### src/rtl/noise_lfsr_src.sv
// Pseudo-random noise source: 31-bit LFSR sampled by a programmable rate divider.
// Define NOISE_TRI_EN to add a second 29-bit LFSR and emit triangular-distributed samples.
module noise_lfsr_src #(
    parameter int unsigned dsz   = 18,
    parameter int unsigned DIVW  = 16,
    parameter logic [30:0] SEED  = 31'h0000_0001,
    parameter logic [28:0] SEED2 = 29'h0000_0001
) (
    input  logic                  clk,
    input  logic                  rst,
    input  logic [DIVW-1:0]       div,
    output logic                  strobe,
    output logic signed [dsz-1:0] out
);

    logic [30:0]           lfsr_q, lfsr_d;
    logic [DIVW-1:0]       cnt_q, cnt_d;
    logic                  strobe_q, strobe_d;
    logic signed [dsz-1:0] out_q, out_d;
    logic signed [dsz-1:0] sample;
    logic                  reload;

    assign reload = (cnt_q == '0);

    // x^31 + x^28 + 1; the all-zero state is forced back into the sequence.
    always_comb begin
        if (lfsr_q == '0) begin
            lfsr_d = 31'd1;
        end else begin
            lfsr_d = {lfsr_q[29:0], lfsr_q[30] ^ lfsr_q[27]};
        end
    end

`ifdef NOISE_TRI_EN
    logic [28:0]           lfsr2_q, lfsr2_d;
    logic signed [dsz-1:0] slice_a, slice_b;

    // x^29 + x^27 + 1 with the same lock-up guard.
    always_comb begin
        if (lfsr2_q == '0) begin
            lfsr2_d = 29'd1;
        end else begin
            lfsr2_d = {lfsr2_q[27:0], lfsr2_q[28] ^ lfsr2_q[26]};
        end
    end

    always_ff @(posedge clk) begin
        if (rst) begin
            lfsr2_q <= SEED2;
        end else begin
            lfsr2_q <= lfsr2_d;
        end
    end

    assign slice_a = lfsr_q[30 -: dsz];
    assign slice_b = lfsr2_q[28 -: dsz];
    // Halving both operands first keeps the sum inside the dsz-bit range.
    assign sample  = (slice_a >>> 1) + (slice_b >>> 1);
`else
    assign sample = lfsr_q[30 -: dsz];
`endif

    // div is only looked at on reload, so a mid-period change waits for the next period.
    always_comb begin
        cnt_d    = cnt_q - DIVW'(1);
        strobe_d = 1'b0;
        out_d    = out_q;
        if (reload) begin
            cnt_d    = div;
            strobe_d = 1'b1;
            out_d    = sample;
        end
    end

    always_ff @(posedge clk) begin
        if (rst) begin
            lfsr_q   <= SEED;
            cnt_q    <= '0;
            strobe_q <= 1'b0;
            out_q    <= '0;
        end else begin
            lfsr_q   <= lfsr_d;
            cnt_q    <= cnt_d;
            strobe_q <= strobe_d;
            out_q    <= out_d;
        end
    end

    assign strobe = strobe_q;
    assign out    = out_q;

endmodule
### config.mk
export PLATFORM = sky130hd
export DESIGN_NAME = noise_lfsr_src
export DESIGN_NICKNAME = d
export VERILOG_FILES = /design/src/rtl/noise_lfsr_src.sv
export SDC_FILE = /design/constraint.sdc
export NUM_CORES = 1
export LEC_CHECK = 0
export CELL_PAD_IN_SITES_DETAIL_PLACEMENT = 1
export CELL_PAD_IN_SITES_GLOBAL_PLACEMENT = 1
export CORE_UTILIZATION = 24
export DETAILED_ROUTE_END_ITERATION = 16
export PLACE_DENSITY = 0.57
export SYNTH_ARGS = -nofsm -noshare
export SYNTH_HDL_FRONTEND = slang
export SYNTH_SLANG_ARGS = --single-unit
export TNS_END_PERCENT = 30
### constraint.sdc
create_clock -name clk -period 2.25 [get_ports clk]
set_clock_uncertainty 0.2 [all_clocks]
set_input_delay 0.3375 -clock clk [delete_from_list [all_inputs] [get_ports clk]]
set_output_delay 0.3375 -clock clk [all_outputs]
set_load 0.02 [all_outputs]
==> impl_results.md, run 1 <==
* Reg power frac at about two fifths
* Reg2reg start: cnt_q[0]$_SDFF_PP0_
* Clk_lat worst skew at 340 ps
* R2r setup slk at ~300 ps
* Worst slew pin tran at ~550 ps
* Count of cell types in the netlist at 34
* Status: finished, final reports clean
* Vias per cell at between 4 and 5
* Int Power at between 2 and 2.5 mW
* Worst-case reg-to-reg path depth at 7
* Diode count at 0
* Clk root buf: clkbuf_8
* Count of final max-slew check failures at 0
* Setup Viol. Count Final at 0
* Hold_sp: out[2]$_SDFFE_PP0P_
* LEAKAGE at between 1 and 1.5 nW
* Gate power share at around 31%
* Part of the Yosys area used for sequential elements at between 50% and 60%
* Pwr/cell area at 1140 nW/um^2
* Gr ovfl total at 0
* Setup CP Type: register to register
* Setup Buffers After CTS at 0
* IO buf count at 36
* Worst Path Max Fanout at 25
* Max clock buf depth at 2
* Gate Count Post-Synth at approximately 260
* Die X-Extent at about 100 um
* Starting Density at 25.1%
* Antenna violations before repair at 0
* Worst Setup End Kind: register
* FP Rows at 36
* Area Growth Syn to Fin at 28.7%
* Syn avg cell area at between 9 and 10 um^2
* Inst Count DP at about 420
* HPWL after DPL at about 4.1 mm
* Post-CTS sizing at 0
* Worst IR Drop VDD at between 300 and 400 uV
* Top area cells in the synthesized netlist: dfxtp_1 53%, and2_1 7.1%, nand2_1 6.1%
* Cell Area, Synth at roughly 2500 um^2
* Worst hold path class: register to register
* Core Footprint at roughly 10000 um^2
* Routability cong. at 0.716
* Max-Cap Viols at 0
* Final min period at 1950 ps
* CP required at 2300 ps
* Vias in the first global route at 2079
* Slew margin rel. at about 63%
* Clock sink count at 66
* Sw power at 1.29 mW
* Final-report hold violation count at 0
* Share of cells above drive strength 1 at between 10% and 20%
* Final std cells w/o fill at between 400 and 500
* Area leader, netlist: dfxtp_1
* DRC at 0
* Synth top area share at 53.4%
* CP arrival at approximately 2000 ps
* Setup tns final at 0 ps
* IO Count at 37
* Final cycle utilization of the critical path at between 80 and 90%
* Fmax achieved at about 510 MHz
* Antenna-violating nets left at 0
* Synth warn at 0
* Ys flop type: dfxtp_1
* EDFF count, synth at 0
* Hold_buf cts at 0
* CP Launch Point: cnt_q[0]$_SDFF_PP0_
* #FFs+latches synth at between 60 and 70
* RSZ-0062 raised after global routing: no
* Worst Hold Depth at 2
* Die ar. at roughly 11000 um^2
* Largest net degree at the start of global routing at 26
* Wire length of the first global-routing pass at 10.2 mm
* Syn_nets at 278
* Avg WL per Cell at between 10 and 15 um
* H-Tree Depth at 3
* Setup crit start kind: register
* Nets@finish at about 320
* CTS tree: done
* CTS buffer count at 9
* Clk network pwr share at 27.1%
* Asr flop ratio synth at 0%
* DRT iter0 DRCs at between 40 and 50
* Clock-pin slew on the worst setup and hold paths at roughly 70 ps
* Detailed-route via count at 1931
* GRT Util Overall at between 10 and 15%
* Net Sw Frac at a little over a third
* WL final at 5.80 mm
* First-pass iteration count of the detailed router at 4
* Chip height at roughly 100 um
==> cells in the mapped netlist, drive strengths merged, types with 2 or more instances <==
| library cell | instances |
|---|---|
| dfxtp | 66 |
| nand2 | 40 |
| and2 | 28 |
| nor2 | 20 |
| a21oi | 19 |
| a211oi | 13 |
| nor4 | 13 |
| clkbuf | 9 |
| xor2 | 7 |
| buf | 6 |
| nand4 | 5 |
| xnor2 | 5 |
| nand3 | 4 |
| and4 | 2 |
| ha | 2 |
| inv | 2 |
| nor2b | 2 |
| nor3 | 2 |
| nor3b | 2 |
| or4 | 2 |
==> flip-flops by register name, indices dropped and copies added (netlist names) <==
register,flops
lfsr_q,31
strobe,1
cnt_q,16
out,18
==> area by class of cell <==
cell class | count | area, um^2
fillers | 1151 | 6680
flip-flops and latches | 66 | 1320
multi-input cells | 175 | 1070
repair buffers | 45 | 428
well taps | 133 | 166
clock buffers | 9 | 124
clock inverters | 7 | 68.8
inverters | 2 | 7.51
==> cell families after synthesis <==
family,Yosys count,synth area share [%]
flip-flops,66,53.4
buffers and inverters,17,3.39
adder cells (fa/ha/maj),2,1.01
XOR/XNOR,12,4.25
AND/OR/NAND/NOR,122,27.8
AO/OA/AOI/OAI,39,10.1
==> layout by cell type (no fill, tap or decap), types with 2 or more instances in the layout <==
cell             synthesis  final
dfxtp_1                 66     66
nand2_1                 40     40
clkdlybuf4s50_1          0     36
and2_1                  28     28
nor2_1                  20     20
a21oi_1                 19     19
a211oi_1                12     12
clkbuf_8                 0      9
buf_4                    0      9
nor4_1                   7      7
xor2_1                   7      7
xnor2_1                  5      5
nand4_1                  5      5
nand3_1                  4      4
nor4_2                   3      3
nor4_4                   3      3
clkinv_2                 0      3
inv_1                    2      2
and4_1                   2      2
nor2b_1                  2      2
nor3_1                   2      2
nor3b_1                  2      2
ha_1                     2      2
clkinvlp_4               0      2
==> power groups by stage <==
stage	sequential (mW)	combinational (mW)	clock (mW)
after detailed placement	1.53	1.15	0
after CTS	1.51	1.16	1.02
final	1.51	1.13	0.979
after floorplan	1.49	0.888	0
after global placement	1.53	1.13	0
after global routing	1.53	1.27	1.08
==> stage by stage <==
| stage | instance area (um^2) | hold slack (ps) | power [mW] | util, % | setup WS, ps |
|---|---|---|---|---|---|
| after floorplan | 2470 | 220 | 2.37 | - | 385 |
| after global placement | 2990 | 235 | 2.66 | 30.3 | 361 |
| after detailed placement | 2990 | 240 | 2.68 | 30.3 | 289 |
| after CTS | 3180 | 259 | 3.69 | 32.3 | 259 |
| after global routing | 3180 | 275 | 3.88 | 32.3 | 165 |
| final | 3180 | 255 | 3.62 | 32.3 | 304 |
==> final timing paths <==
path,endpoint
max,cnt_q[8]$_SDFF_PP0_
max reg2reg,cnt_q[8]$_SDFF_PP0_
min,out[2]$_SDFFE_PP0P_
min reg2reg,out[2]$_SDFFE_PP0P_
==> per-layer routing <==
layer / vias up / share of wire, % / track usage (%)
met2: 30 / 48 / 19.7
met5: - / 0 / 0
met1: 921 / 47 / 14.5
li1: 970 / - / -
met3: 10 / 4.0 / 4.85
met4: 0 / 1.3 / 4.35
==> worst max-delay path, cell delays in order, from the launching register on <==
cell and delay [ps]:
dfxtp_1 440, inv_1 90, ha_1 240, nor3b_1 160
nand4_1 120, buf_4 290, nor2_1 70, a211oi_1 240
Note: power is estimated with default switching activity, not from simulation.
==> inputs of run 2 (changes only) <==
CORE_UTILIZATION = 40   (was 24)
PLACE_DENSITY = 0.83   (was 0.57)
SLEW_MARGIN = 20   (was default)
==> impl_results.md, run 2 (synthesized netlist as in run 1, its figures left out) <==
* Post-CTS sizing at 0 (unchanged)
* Largest net degree at the start of global routing at 20 (-23%)
* Wire length of the first global-routing pass at 9.38 mm (-8.2%)
* FP Rows at 28 (-22%)
* Area Growth Syn to Fin at 26.9%
* Max clock buf depth at 2 (unchanged)
* Filler cells at 698 (-39%)
* DRC at 0 (unchanged)
* Chip height at 80.6 um (-22%)
* Slew margin rel. at 65.8% (+2.6 points)
* HPWL after DPL at 3.82 mm (-6.4%)
* Vias in the first global route at 1983 (-4.6%)
* Setup tns final at 0 ps (unchanged)
* First-pass iteration count of the detailed router at 4 (unchanged)
* Worst slew pin tran at 508 ps (-38.0 ps)
* Final-report hold violation count at 0 (unchanged)
* Status: finished, final reports clean
* Worst Setup End Kind: register
* Worst Path Max Fanout at 19 (-24%)
* CP required at 2280 ps (-20 ps)
* Share of cells above drive strength 1 at 11.1% (+0.26 points)
* Diode count at 0 (unchanged)
* Avg WL per Cell at 14.8 um (+11%)
* Fin area at 3140 um^2 (-1.4%)
* Worst hold path class: register to register
* WL final at 5.63 mm (-2.9%)
* Count of final max-slew check failures at 0 (unchanged)
* Most frequent cells in the layout: 66 x dfxtp_1, 40 x nand2_1, 36 x clkdlybuf4s50_1
* RSZ-0062 raised after global routing: no
* Core Footprint at 5960 um^2 (-40%)
* Reg with most FFs: lfsr_q
* Hold WS at 256 ps (+1.10 ps)
* Clk root buf: clkbuf_8
* Hold_buf cts at 0 (unchanged)
* Worst slack, placed at 287 ps (-2.10 ps)
* LEAKAGE at 1.13 nW (+1.1%)
* Clk_lat worst skew at 340 ps (about the same)
* Final cycle utilization of the critical path at 89.4% (+2.9 points)
* Die ar. at 6500 um^2 (-39%)
* Pwr/cell area at 1170 nW/um^2 (+2.8%)
* Max-Cap Viols at 0 (unchanged)
* IO buf count at 36 (unchanged)
* CP arrival at 2050 ps (+50 ps)
* Worst IR Drop VDD at 531 uV (+44%)
* Number of flip-flops in the largest register at 31 (unchanged)
* Commonest non-fill, non-tap cell in the layout: dfxtp_1
* Setup Viol. Count Final at 0 (unchanged)
* Final min period at 2010 ps (+66.1 ps)
* Worst setup margin at 238 ps (-66.1 ps)
* DRT iter0 DRCs at 59 (+31%)
* Nets@finish at 321 (+0.63%)
* Placed instance area at 2930 um^2 (-1.9%)
* Starting Density at 41.5% (+16 points)
* H-Tree Depth at 3 (unchanged)
* Clock sink count at 66 (unchanged)
* Die X-Extent at 80.6 um (-22%)
* Clock-pin slew on the worst setup and hold paths at 70 ps (about the same)
* CTS tree: done
* Antenna-violating nets left at 0 (unchanged)
* Gr ovfl total at 0 (unchanged)
* Worst-case reg-to-reg path depth at 7 (unchanged)
* Setup crit start kind: register
* Antenna violations before repair at 0 (unchanged)
* Routability cong. at 0.778 (+8.7%)
* IO Count at 37 (unchanged)
* Fmax achieved at 497 MHz (-3.3%)
* Setup Buffers After CTS at 0 (unchanged)
* Worst Hold Depth at 2 (unchanged)
* Total power at 3.67 mW (+1.4%)
* Setup CP Type: register to register
* Detailed-route via count at 1920 (-0.57%)
* Vias per cell at 5.04 (+14%)
* GRT Util Overall at 19.4% (+7.3 points)
* CTS buffer count at 9 (unchanged)
[run 2: cell types whose count changed in the layout (fill, tap and decap cells not counted), sizes merged]
cell    change
buf         +2
inv         -1
clkbuf      +3
clkinv      -2
[run 2: final cells by class]
cell class | count | area (um^2) | share of cell area (%)
sequential | 66 | 1320 | 42.1
inverter | 2 | 7.51 | 0.239
tap | 75 | 93.8 | 2.99
timing repair buffer | 47 | 443 | 14.1
clock buffer | 12 | 155 | 4.94
clock inverter | 4 | 50.0 | 1.59
multi-input combinational | 175 | 1070 | 34.0
[run 2: path summary, 6_finish.rpt]
check	from	endpoint	slack, ps
worst max-delay path	cnt_q[0]$_SDFF_PP0_	cnt_q[4]$_SDFF_PP0_	240
worst min-delay path	out[7]$_SDFFE_PP0P_	out[7]$_SDFFE_PP0P_	260
worst max register to register	cnt_q[0]$_SDFF_PP0_	cnt_q[4]$_SDFF_PP0_	240
worst min register to register	out[7]$_SDFFE_PP0P_	out[7]$_SDFFE_PP0P_	260
[run 2: layer usage]
metal | global-route usage [%] | vias up | wire length [um]
met5 | 0 | - | 0
met4 | 9.11 | 0 | 85
met3 | 4.66 | 9 | 199
met2 | 33.5 | 28 | 2860
met1 | 22.4 | 917 | 2490
li1 | - | 966 | -
[run 2: critical path: stages, from the launching register on]
cell and delay (ps):
dfxtp_1 450, inv_1 100, ha_1 250, nor3b_1 160, nand4_1 150, buf_4 250, nor2_1 60, a211oi_1 280
[run 2: stage by stage]
step	std cells	utilization, %
after floorplan	258	-
after global placement	365	49.3
after detailed placement	365	49.3
after CTS	381	52.7
after global routing	381	52.7
final	381	52.7
[run 2: power breakdown]
part           leakage [nW]  switching, mW  internal, mW
sequential            0.535          0.201          1.31
clock                0.0986          0.448         0.571
combinational         0.499          0.617         0.525
